## src/rtl/multicycle_controller.sv

```systemverilog
// Control FSM for the shared-memory multicycle RV32I datapath (LW/SW/R/I/BEQ/JAL).
// Moore controls are registered from the next state; only ready/zero-gated strobes are combinational.
module multicycle_controller #(
    parameter int unsigned MEM_WAIT_EN = 1
) (
    input  logic       i_clk,
    input  logic       i_rst,
    input  logic [6:0] i_opcode,
    input  logic       i_zero,
    input  logic       i_mem_ready,
    output logic       o_mem_req,
    output logic       o_mem_write,
    output logic       o_adr_src,
    output logic       o_ir_write,
    output logic       o_pc_write,
    output logic       o_reg_write,
    output logic [1:0] o_alu_src_a,
    output logic [1:0] o_alu_src_b,
    output logic [1:0] o_alu_op,
    output logic [1:0] o_result_src,
    output logic [1:0] o_imm_src,
    output logic       o_illegal,
    output logic [3:0] o_state
);

    localparam logic [6:0] OP_LW  = 7'b0000011;
    localparam logic [6:0] OP_SW  = 7'b0100011;
    localparam logic [6:0] OP_R   = 7'b0110011;
    localparam logic [6:0] OP_I   = 7'b0010011;
    localparam logic [6:0] OP_JAL = 7'b1101111;
    localparam logic [6:0] OP_BEQ = 7'b1100011;

    typedef enum logic [3:0] {
        S_FETCH    = 4'd0,
        S_DECODE   = 4'd1,
        S_MEMADR   = 4'd2,
        S_MEMREAD  = 4'd3,
        S_MEMWB    = 4'd4,
        S_MEMWRITE = 4'd5,
        S_EXECR    = 4'd6,
        S_ALUWB    = 4'd7,
        S_EXECI    = 4'd8,
        S_JAL      = 4'd9,
        S_BEQ      = 4'd10
    } state_e;

    typedef struct packed {
        logic       mem_req;
        logic       mem_write;
        logic       adr_src;
        logic       reg_write;
        logic [1:0] alu_src_a;
        logic [1:0] alu_src_b;
        logic [1:0] alu_op;
        logic [1:0] result_src;
    } moore_t;

    function automatic moore_t moore_of(input state_e s);
        moore_t m;
        m = '0;
        case (s)
            S_FETCH:    begin m.mem_req = 1'b1; m.alu_src_b = 2'b10; m.result_src = 2'b10; end
            S_DECODE:   begin m.alu_src_a = 2'b01; m.alu_src_b = 2'b01; end
            S_MEMADR:   begin m.alu_src_a = 2'b10; m.alu_src_b = 2'b01; end
            S_MEMREAD:  begin m.mem_req = 1'b1; m.adr_src = 1'b1; end
            S_MEMWB:    begin m.result_src = 2'b01; m.reg_write = 1'b1; end
            S_MEMWRITE: begin m.mem_req = 1'b1; m.adr_src = 1'b1; m.mem_write = 1'b1; end
            S_EXECR:    begin m.alu_src_a = 2'b10; m.alu_op = 2'b10; end
            S_EXECI:    begin m.alu_src_a = 2'b10; m.alu_src_b = 2'b01; m.alu_op = 2'b10; end
            S_ALUWB:    begin m.reg_write = 1'b1; end
            S_JAL:      begin m.alu_src_a = 2'b01; m.alu_src_b = 2'b10; end
            S_BEQ:      begin m.alu_src_a = 2'b10; m.alu_op = 2'b01; end
            default:    ;
        endcase
        return m;
    endfunction

    state_e state_q, state_d;
    moore_t moore_q, moore_d;
    logic   mem_rdy;
    logic   op_known;

    assign mem_rdy = (MEM_WAIT_EN == 0) ? 1'b1 : i_mem_ready;

    always_comb begin
        op_known = 1'b0;
        case (i_opcode)
            OP_LW, OP_SW, OP_R, OP_I, OP_JAL, OP_BEQ: op_known = 1'b1;
            default:                                  op_known = 1'b0;
        endcase
    end

    always_comb begin
        state_d = S_FETCH;
        case (state_q)
            S_FETCH:    state_d = mem_rdy ? S_DECODE : S_FETCH;
            S_DECODE: begin
                case (i_opcode)
                    OP_LW, OP_SW: state_d = S_MEMADR;
                    OP_R:         state_d = S_EXECR;
                    OP_I:         state_d = S_EXECI;
                    OP_JAL:       state_d = S_JAL;
                    OP_BEQ:       state_d = S_BEQ;
                    default:      state_d = S_FETCH;
                endcase
            end
            S_MEMADR:   state_d = (i_opcode == OP_LW) ? S_MEMREAD : S_MEMWRITE;
            S_MEMREAD:  state_d = mem_rdy ? S_MEMWB : S_MEMREAD;
            S_MEMWB:    state_d = S_FETCH;
            S_MEMWRITE: state_d = mem_rdy ? S_FETCH : S_MEMWRITE;
            S_EXECR:    state_d = S_ALUWB;
            S_EXECI:    state_d = S_ALUWB;
            S_ALUWB:    state_d = S_FETCH;
            S_JAL:      state_d = S_ALUWB;
            S_BEQ:      state_d = S_FETCH;
            default:    state_d = S_FETCH;
        endcase
        moore_d = moore_of(state_d);
    end

    // Controls are precomputed from the next state so they stay aligned with state_q.
    always_ff @(posedge i_clk) begin
        if (i_rst) begin
            state_q <= S_FETCH;
            moore_q <= moore_of(S_FETCH);
        end else begin
            state_q <= state_d;
            moore_q <= moore_d;
        end
    end

    always_comb begin
        o_mem_req    = moore_q.mem_req;
        o_mem_write  = moore_q.mem_write;
        o_adr_src    = moore_q.adr_src;
        o_reg_write  = moore_q.reg_write;
        o_alu_src_a  = moore_q.alu_src_a;
        o_alu_src_b  = moore_q.alu_src_b;
        o_alu_op     = moore_q.alu_op;
        o_result_src = moore_q.result_src;
        o_ir_write   = (state_q == S_FETCH) && mem_rdy;
        o_pc_write   = ((state_q == S_FETCH) && mem_rdy) || (state_q == S_JAL) ||
                       ((state_q == S_BEQ) && i_zero);
        o_illegal    = (state_q == S_DECODE) && !op_known;
        case (i_opcode)
            OP_SW:   o_imm_src = 2'b01;
            OP_BEQ:  o_imm_src = 2'b10;
            OP_JAL:  o_imm_src = 2'b11;
            default: o_imm_src = 2'b00;
        endcase
        if (i_rst) begin
            o_mem_req    = 1'b0;
            o_mem_write  = 1'b0;
            o_adr_src    = 1'b0;
            o_reg_write  = 1'b0;
            o_alu_src_a  = '0;
            o_alu_src_b  = '0;
            o_alu_op     = '0;
            o_result_src = '0;
            o_ir_write   = 1'b0;
            o_pc_write   = 1'b0;
            o_illegal    = 1'b0;
            o_imm_src    = '0;
        end
    end

    assign o_state = state_q;

endmodule

```

## config.mk

```make
export PLATFORM = sky130hd
export DESIGN_NAME = multicycle_controller
export DESIGN_NICKNAME = d
export VERILOG_FILES = /design/src/rtl/multicycle_controller.sv
export SDC_FILE = /design/constraint.sdc
export NUM_CORES = 1
export LEC_CHECK = 0
export ABC_CLOCK_PERIOD_IN_PS = 1900
export CORE_MARGIN = 4
export CORE_UTILIZATION = 45
export CTS_CLUSTER_SIZE = 20
export DETAILED_ROUTE_END_ITERATION = 8
export PLACE_DENSITY_LB_ADDON = 0.08
export RECOVER_POWER = 50
export SETUP_SLACK_MARGIN = 0.2
export SLEW_MARGIN = 25
export SYNTH_ARGS = -nofsm -noshare
export SYNTH_HDL_FRONTEND = slang
export SYNTH_SLANG_ARGS = --single-unit
export TNS_END_PERCENT = 20
```

## constraint.sdc

```tcl
create_clock -name i_clk -period 1.9 [get_ports i_clk]
set_input_delay 0.285 -clock i_clk [delete_from_list [all_inputs] [get_ports i_clk]]
set_output_delay 0.285 -clock i_clk [all_outputs]
set_load 0.05 [all_outputs]
```

==> impl_metrics.toml, run 1 <==
[synth]
yosysWarningCount = 0
synth_area_leaders = "dfxtp_1 32%, nor2b_1 8.1%, nor2_1 4.8%"
yosysTopAreaCell = "dfxtp_1"
synth_ff_type = "dfxtp_1"
synthesis.nets = 132
synth_commonest_cells = "16 x dfxtp_1, 13 x nor2_1, 13 x nor2b_1"
yosysUniqueCellTypes = 48
synthArstFlopShare_pct = 0
netlist_instances = 121
yosys.cell_count.top_type = "dfxtp_1"
avgSynthCellArea_um2 = 8.34
synth-seq-area-share_pct = 31.7
ys_ff_latch = 16
synth_edf_count = 0
synth_top_area_share_pct = 31.7
synth_area_um2 = 1010

[clock_network]
cts_root_buf = "clkbuf_4"
cts_max_path_buffers = 2
cts_max_level = 1
holdBufCountCts = 0
cts_buffers = 3
cts.sinks = 16

[timing]
endpoint_type = "top-level output"
worst_endpoint = "o_pc_write"

[floorplan]
die_w_um = 55.4
start_util_pct = 49.4
row_count = 16
io_pins = 32
die_y_um = 55.4

[outcome]
haltStage = "5_1_grt"
error_line = "[ERROR DPL-0038] Utilization greater than 100%, impossible to legalize"
outcome = "did not finish"

[placement]
dp_hpwl_mm = 2.78
placedCellCount = 197
place_congestion = 0.852
numPortBuffers = 31
pre_cts_ws_ns = -0.467

[global_route]
grt_max_degree = 15
[logic make-up after synthesis]
| family | synth area share, % |
|---|---|
| multiplexers | 0.991 |
| AO/OA/AOI/OAI | 15.7 |
| flip-flops | 31.7 |
| buffers and inverters | 5.45 |
| XOR/XNOR | 0.868 |
| AND/OR/NAND/NOR | 45.2 |
[through the flow]
| step | TNS (ns) | utilization (%) | cell area [um2] | hold WS [ns] |
|---|---|---|---|---|
| 2_1_floorplan | 0 | - | 1130 | 0.505 |
| 3_3_place_gp | -2.16 | 87.6 | 1790 | 0.720 |
| 3_5_place_dp | -4.73 | 87.6 | 1790 | 0.766 |
| 4_1_cts | 0 | 95.4 | 1950 | 0.659 |
[repair_timing]
action | CTS
gates cloned | 1
pin swaps | 8
setup endpoints to repair | 22
gates resized for setup | 31
endpoints found under the hold margin | 0
setup buffers | 6
==> inputs of run 2 (changes only) <==
CORE_AREA = 4 4 65 67   (was not set)
CORE_MARGIN = not set   (was 4)
CORE_UTILIZATION = not set   (was 45)
CTS_CLUSTER_SIZE = not set   (was 20)
DIE_AREA = 0 0 69 71   (was not set)
PLACE_DENSITY_LB_ADDON = 0.15   (was 0.08)
SETUP_SLACK_MARGIN = not set   (was 0.2)
==> run 2 against run 1 <==
  * The flow now finishes, with violations (negative setup slack)
  * Area after synthesis unchanged
  * Synthesized cell count unchanged
==> impl_metrics.toml, run 2 <==
[outcome]
outcome = "complete, but fails checks"
violations = "negative setup slack"

[timing]
finalMaxSlewViolations = 0
post-route-min-period_ns = 1.91
min_period_over_period_pct = 101
worst_slew_pin_slew_ns = 0.597
fin_tns_setup_ns = -0.0116
hold_viol = 0
finalClockSkew_ns = 0.00263
rsz0062_at_grt = "yes"
final-setup-viol-count = 1
max_slew_margin_pct = 60.4
layout_setup_ws_ns = -0.0116
fmax_ghz = 0.523

[worst_setup_path]
cp_cell_sequence = "clkdlybuf4s50_1, nand2b_1, nor3_2, buf_4, nor4_4, buf_12"
cp.required_ns = 1.62
r2r_slack_ns = 0.07
cp_slowest_cell = "clkdlybuf4s50_1"
r2r_cells = 6
r2r_end = "moore_q[9]$_SDFF_PP0_"
crit_path_max_fanout = 6
worstSetupPathType = "primary input to output port"
max_stage_delay_ns = 0.55
rr_startpoint = "o_state[3]$_SDFF_PP0_"
end_kind = "output port"
critPathLaunchType = "primary input"
cp_data_arrival_time_ns = 1.63

[power_and_ir_drop]
total_power_uw = 880
power_frac_clock_pct = 32.9
switchingPower_uw = 235
powerDensity_nw_per_um2 = 468
max-vdd-ir-drop_v = 0.000262
pwr-share-comb_pct = 27.4
swShare_pct = 26.8
power.internal_uw = 645
power_leakage_nw = 0.753
seqPwrFrac_pct = 39.7

[floorplan]
die-area_um2 = 4900
die_w_um = 69
coreArea_um2 = 3630
die_y_um = 71
start_util_pct = 27.8
io_pins = 32
row_count = 22

[clock_network]
insertion_delay_ns = 0.25
cts_tree = "done"
cts_buffers = 3
holdBufCountCts = 0
cts_max_level = 1
clkTransAtPathRegs_ns = 0.06
cts.sinks = 16
cts_setup_buffers = 0
cts_root_buf = "clkbuf_8"
cts_max_path_buffers = 2

[synth]
netlist_instances = 121
synthArstFlopShare_pct = 0
synth_edf_count = 0
avgSynthCellArea_um2 = 8.34
synthesis.nets = 132
yosys.cell_count.top_type = "dfxtp_1"
synth-seq-area-share_pct = 31.7
yosysTopAreaCell = "dfxtp_1"
synth_ff_type = "dfxtp_1"
synth_area_leaders = "dfxtp_1 32%, nor2b_1 8.1%, nor2_1 4.8%"
synth_top_area_share_pct = 31.7
yosysUniqueCellTypes = 48
synth_area_um2 = 1010
yosysWarningCount = 0
ys_ff_latch = 16
synth_commonest_cells = "16 x dfxtp_1, 13 x nor2_1, 13 x nor2b_1"

[layout]
drive_gt1_share_pct = 45.5
mostFrequentLayoutCells = "29 x buf_4, 18 x buf_12, 13 x nor2b_1, 12 x dfxtp_1, 11 x nor2_1"
final_common_cell = "buf_4"
nNetsFinal = 188
final_util_pct = 51.8
design_area_um2 = 1880
largest_reg_flops = 12
area_growth_pct = 86.2
regMostFlops = "moore_q"
diodes = 0

[routing]
totalWireLength_mm = 2.75
first_pass_iters = 4
first_iter_violations = 23
routedWlPerCell_um = 12.3
vias = 1064
ant_nets = 0
drc_errors = 0
avgViaCountPerCell = 4.75

[global_route]
antenna_found_initial = 0
grt_pass1_wl_mm = 4.70
grt_overflow = 0
grt_use_total_pct = 11.5
grt_pass1_vias = 1019
grt_max_degree = 21

[flow_run]
maxCapViolCount = 0

[hold_path]
min-delay-start = "i_opcode[5]"
holdCritPathClass = "primary input to flip-flop"
holdPathEnd = "o_state[3]$_SDFF_PP0_"
holdPathStages = 6

[placement]
dpl_cell_area_um2 = 1770
numPortBuffers = 31
dp_hpwl_mm = 2.22
place_congestion = 0.819
## run 2: cell counts after synthesis
Identical to the previous run, type by type.
## run 2: how the worst max path moves through the flow
stage / start / endpoint / slack (ns) / cells past startpoint
floorplan: i_rst / o_imm_src[0] / -0.25 / 3
global placement: i_opcode[3] / moore_q[8]$_SDFF_PP0_ / -0.29 / 7
detailed placement: i_opcode[3] / moore_q[3]$_SDFF_PP0_ / -0.27 / 8
CTS: i_opcode[4] / o_illegal / 0.005 / 6
global route: i_opcode[4] / o_illegal / -0.07 / 6
finish: i_opcode[4] / o_illegal / -0.01 / 6
## run 2: final cells by class
class | count | area [um2]
timing repair buffer | 59 | 677
multi-input combinational | 94 | 747
fill | 355 | 1750
tap | 48 | 60.1
clock buffer | 4 | 55.1
inverter | 3 | 11.3
sequential | 16 | 330
## run 2: power by group through the flow
| stage | Combinational (mW) | Sequential [mW] | Clock (mW) |
|---|---|---|---|
| floorplan | 0.112 | 0.359 | 0 |
| global placement | 0.236 | 0.358 | 0 |
| detailed placement | 0.238 | 0.358 | 0 |
| CTS | 0.241 | 0.351 | 0.298 |
| global route | 0.257 | 0.350 | 0.313 |
| finish | 0.241 | 0.349 | 0.290 |
## run 2: routing by layer
layer,up-vias,GRT usage (%),wire length (um)
met1,493,13.5,1180
li1,543,-,-
met5,-,0,0
met3,4,2.70,138
met4,0,4.56,44
met2,24,20.2,1390
## run 2: what timing repair did
action	in CTS	in global routing
pin swaps	3	2
endpoints found under the setup margin	7	9
resized for setup	12	8
## run 2: metrics by stage
| step | setup slack [ns] | hold slack (ns) | instances |
|---|---|---|---|
| finish | -0.0116 | 0.801 | 224 |
| global placement | -0.290 | 0.843 | 220 |
| detailed placement | -0.269 | 0.830 | 220 |
| global route | -0.0698 | 0.844 | 224 |
| CTS | 0.00535 | 0.810 | 224 |
| floorplan | -0.252 | 0.507 | 121 |
## run 2: logic make-up after synthesis
| kind of cell | synth area share, % |
|---|---|
| AO/OA/AOI/OAI | 15.7 |
| AND/OR/NAND/NOR | 45.2 |
| multiplexers | 0.991 |
| XOR/XNOR | 0.868 |
| flip-flops | 31.7 |
| buffers and inverters | 5.45 |
## run 2: critical path: cells and delay by family
family | cells | cell delay (ns)
AND/OR/NAND/NOR | 3 | 0.48
buffers and inverters | 3 | 0.87
No activity file was read; power rests on OpenSTA's default activity.
